<file path="config.mk">
export PLATFORM = sky130hd
export DESIGN_NAME = sync_updown_counter
export DESIGN_NICKNAME = d
export VERILOG_FILES = /design/src/rtl/sync_updown_counter.sv
export SDC_FILE = /design/constraint.sdc
export NUM_CORES = 1
export LEC_CHECK = 0
export CAP_MARGIN = 25
export CELL_PAD_IN_SITES_DETAIL_PLACEMENT = 0
export CELL_PAD_IN_SITES_GLOBAL_PLACEMENT = 1
export CORE_MARGIN = 4
export CORE_UTILIZATION = 26
export DETAILED_ROUTE_END_ITERATION = 6
export HOLD_SLACK_MARGIN = 0.08
export PLACE_DENSITY_LB_ADDON = 0.1
export SLEW_MARGIN = 20
export SYNTH_ARGS = -nofsm -noshare
export SYNTH_HDL_FRONTEND = slang
export SYNTH_SLANG_ARGS = --single-unit
</file>
<file path="constraint.sdc">
create_clock -name clk_i -period 1.4 [get_ports clk_i]
set_clock_uncertainty 0.05 [all_clocks]
set_input_delay 0.28 -clock clk_i [delete_from_list [all_inputs] [get_ports clk_i]]
set_output_delay 0.28 -clock clk_i [all_outputs]
set_load 0.01 [all_outputs]
</file>
<file path="src/rtl/sync_updown_counter.sv">
// Synchronous modulo-2^WIDTH up/down counter with clear, parallel load, enable
// and a wrap flag that is either per-step or sticky until clear/load.
module sync_updown_counter #(
  parameter int unsigned WIDTH           = 4,
  parameter bit          STICKY_OVERFLOW = 1'b0
) (
  input  logic             clk_i,
  input  logic             rst_ni,
  input  logic             clear_i,
  input  logic             en_i,
  input  logic             load_i,
  input  logic             down_i,
  input  logic [WIDTH-1:0] d_i,
  output logic [WIDTH-1:0] q_o,
  output logic             overflow_o
);

  localparam logic [WIDTH-1:0] OneVal = WIDTH'(1);
  localparam logic [WIDTH-1:0] MaxVal = {WIDTH{1'b1}};

  logic [WIDTH-1:0] q_q, q_d;
  logic             ovf_q, ovf_d;
  logic             wrap;

  always_comb begin
    // NOTE: every output of this block gets a default first, so no path can
    // leave one unassigned and infer a latch.
    q_d   = q_q;
    ovf_d = ovf_q;
    wrap  = 1'b0;
    if (clear_i) begin
      q_d   = '0;
      ovf_d = 1'b0;
    end else if (load_i) begin
      q_d   = d_i;
      ovf_d = 1'b0;
    end else if (en_i) begin
      if (down_i) begin
        wrap = (q_q == '0);
        q_d  = q_q - OneVal;
      end else begin
        wrap = (q_q == MaxVal);
        q_d  = q_q + OneVal;
      end
      // Sticky mode only ever sets the flag on a step; clear/load drop it.
      if (STICKY_OVERFLOW) ovf_d = ovf_q | wrap;
      else                 ovf_d = wrap;
    end
  end

  always_ff @(posedge clk_i or negedge rst_ni) begin
    if (!rst_ni) begin
      q_q   <= '0;
      ovf_q <= 1'b0;
    end else begin
      // NOTE: non-blocking assignments so all state updates see pre-edge values.
      q_q   <= q_d;
      ovf_q <= ovf_d;
    end
  end

  assign q_o        = q_q;
  assign overflow_o = ovf_q;

endmodule

</file>
==> qor.yml <==
outcome:
  outcome: "finished, violations left"
  violations: "negative setup slack"
timing:
  fin_ws_ns: -0.135
  holdWs_ns: 0.203
  fin_crit_ns: 1.53
  setup_tns_ns: -0.427
  finalSetupViolations: 4
  timing.fmax_ghz: 0.652
  fin_crit_sh_pct: 110
  rsz0062_at_grt: "true"
  drv_slew: 0
  hold_viol_final: 0
  worst_slew_pin_slew_ns: 0.246
  slew_headroom_pct: 83.6
setup_path:
  worstPathRequired_ns: 1.48
  cp_data_arrival_time_ns: 1.61
  slowest_delay_ns: 0.42
  endpoint_kind: "flip-flop"
  cp-start-kind: "flip-flop"
  slowest_stage: "dfrtp_2"
  worst_path_dominant_cell_family: "simple AND/OR/NAND/NOR gates"
  crit_chain: "ha_4, a21oi_2, and4_1, nor4_1, and4bb_1"
  criticalPathCategory: "flip-flop to flip-flop"
  crit_buf_inv: 0
  crit_fanout: 3
routing:
  drt-initial-drc-count: 5
  via_per_inst: 4.84
  vias: 402
  drtPass1Iterations: 2
  finalWirelength_um: 1080
  postRouteAntennaNets: 0
  drcViolationCount: 0
  wire_per_inst_um: 13.0
floorplanning:
  die_x_um: 46.4
  rows: 13
  io_pins: 15
  die_h_um: 46.4
  die-area_mm2: 0.00215
  core-area_mm2: 0.00135
  start_util_pct: 28.4
finish:
  drive_above_1_share_pct: 47.1
  final_cells: 83
  final_nets: 82
  multi_input_area_um2: 280
  nFillCells: 120
  antenna_cells: 0
  utilization_pct: 50.6
  area_growth_pct: 78.4
  layout.area.seq_um2: 129
  stdcell_area_um2: 683
cts:
  clockRootBuffer: "clkbuf_4"
  cts_buffers: 3
  clkLatencyLatePin_ns: 0.24
  clock_sinks: 5
  cts_buffer_depth: 2
  htree_levels: 1
  cts_tree: "done"
  path_clk_slew_ns: 0.04
  hold_buffers: 0
power:
  ir_worst_vdd_mv: 0.441
  power.leakage_nw: 0.302
  power_uw: 542
  power_density_mw_per_mm2: 793
synth:
  synth_nets: 54
  syn_inst: 41
  synth-seq-cells: 5
  synth.cell_area_um2: 383
  avgSynthCellArea_um2: 9.34
  yosysWarnings: 0
  seq_area_frac_synth_pct: 32.7
  ys_types: 21
grt:
  grt_pass1_wl_um: 1870
  grt_pass1_vias: 452
  grt_max_degree: 6
  grt_overflow: 0
  grt_antenna_before_repair: 0
  groute.usage.overall_pct: 12.9
place:
  gp_congestion: 0.772
  io_buffers: 14
  dp_slack_ns: -0.591
  placed_cells: 76
  post-dp-hpwl_um: 884
  dpl_cell_area_um2: 612
min_path:
  hp-class: "input port to async pin"
run:
  cap_viol_max_count: 0
path summary, 6_finish.rpt:
path / from / end / slack (ns) / depth (start not counted)
setup / recovery: q_o[2] / q_o[3] / -0.13 / 5
hold / removal: rst_ni / q_o[3] / 0.20 / 1
setup reg to reg: q_o[2] / q_o[3] / -0.13 / 5
hold reg to reg: overflow_o / overflow_o / 0.53 / 2
max in group asynchronous: rst_ni / q_o[1] / 0.89 / 1
min in group clk_i: overflow_o / overflow_o / 0.53 / 2
kinds of logic (layout without fill, tap and decap cells):
group / count (synthesis) / after routing / share of synthesized area [%]
flip-flops: 5 / 5 / 32.7
AO/OA/AOI/OAI: 8 / 8 / 13.7
XOR/XNOR: 2 / 2 / 4.58
multiplexers: 2 / 2 / 5.56
AND/OR/NAND/NOR: 16 / 16 / 26.5
adder cells (fa/ha/maj): 3 / 3 / 11.8
buffers and inverters: 5 / 32 / 5.23
power breakdown:
part | internal, mW | switching (mW) | leakage [nW]
sequential | 0.157 | 0.00924 | 0.0615
combinational | 0.119 | 0.0873 | 0.226
clock | 0.108 | 0.0612 | 0.0150
state kept, by name (all words and copies together) (netlist names):
signal / count
q_o: 4
overflow_o: 1
layer usage:
metal	share of wire (%)	vias up	global-route usage, %	wire length, um
li1	-	199	-	-
met1	39	188	13.6	421
met5	0	-	0	0
met4	1.7	0	5.11	18
met3	9.2	2	7.81	100
met2	50	13	20.6	543
cells in the mapped netlist:
cell	n	area, um^2
dfrtp_1	5	125
clkbuf_1	1	3.75
ha_1	2	25.0
mux2_2	1	11.3
a2111oi_2	1	15.0
nor4_1	1	6.26
and4bb_1	1	12.5
xnor2_1	2	17.5
fa_1	1	20.0
nor2b_1	1	6.26
nand3_1	1	5.00
a21oi_1	5	25.0
nor4b_2	1	15.0
inv_1	3	11.3
a211oi_1	1	7.51
o21ai_0	1	5.00
nor2_1	7	26.3
and4_1	2	17.5
nand2b_1	2	12.5
mux2i_1	1	10.0
buf_2	1	5.00
cells in the final DEF, fill, tap and decap left out, drive strengths merged, types with 2 or more instances in the layout:
master	n
a21oi	5
and4	2
buf	12
clkbuf	6
clkdlybuf4s50	8
dfrtp	5
dlygate4sd2	3
ha	2
inv	3
nand2b	2
nor2	7
xnor2	2
repair_timing:
| item | CTS | global route |
|---|---|---|
| pin swaps | 5 | 2 |
| setup buffers | 2 | 1 |
| endpoints found under the setup margin | 9 | 7 |
| gates resized for setup | 18 | 6 |
| cloned | 0 | 0 |
area by class of cell:
cell class	instances	area share, %
Tap cell	15	2.75
Multi-Input combinational cell	31	41.0
Sequential cell	5	18.9
Inverter	3	1.65
Timing Repair Buffer	25	31.9
Clock buffer	4	3.85
(Power assumes the default switching activity.)
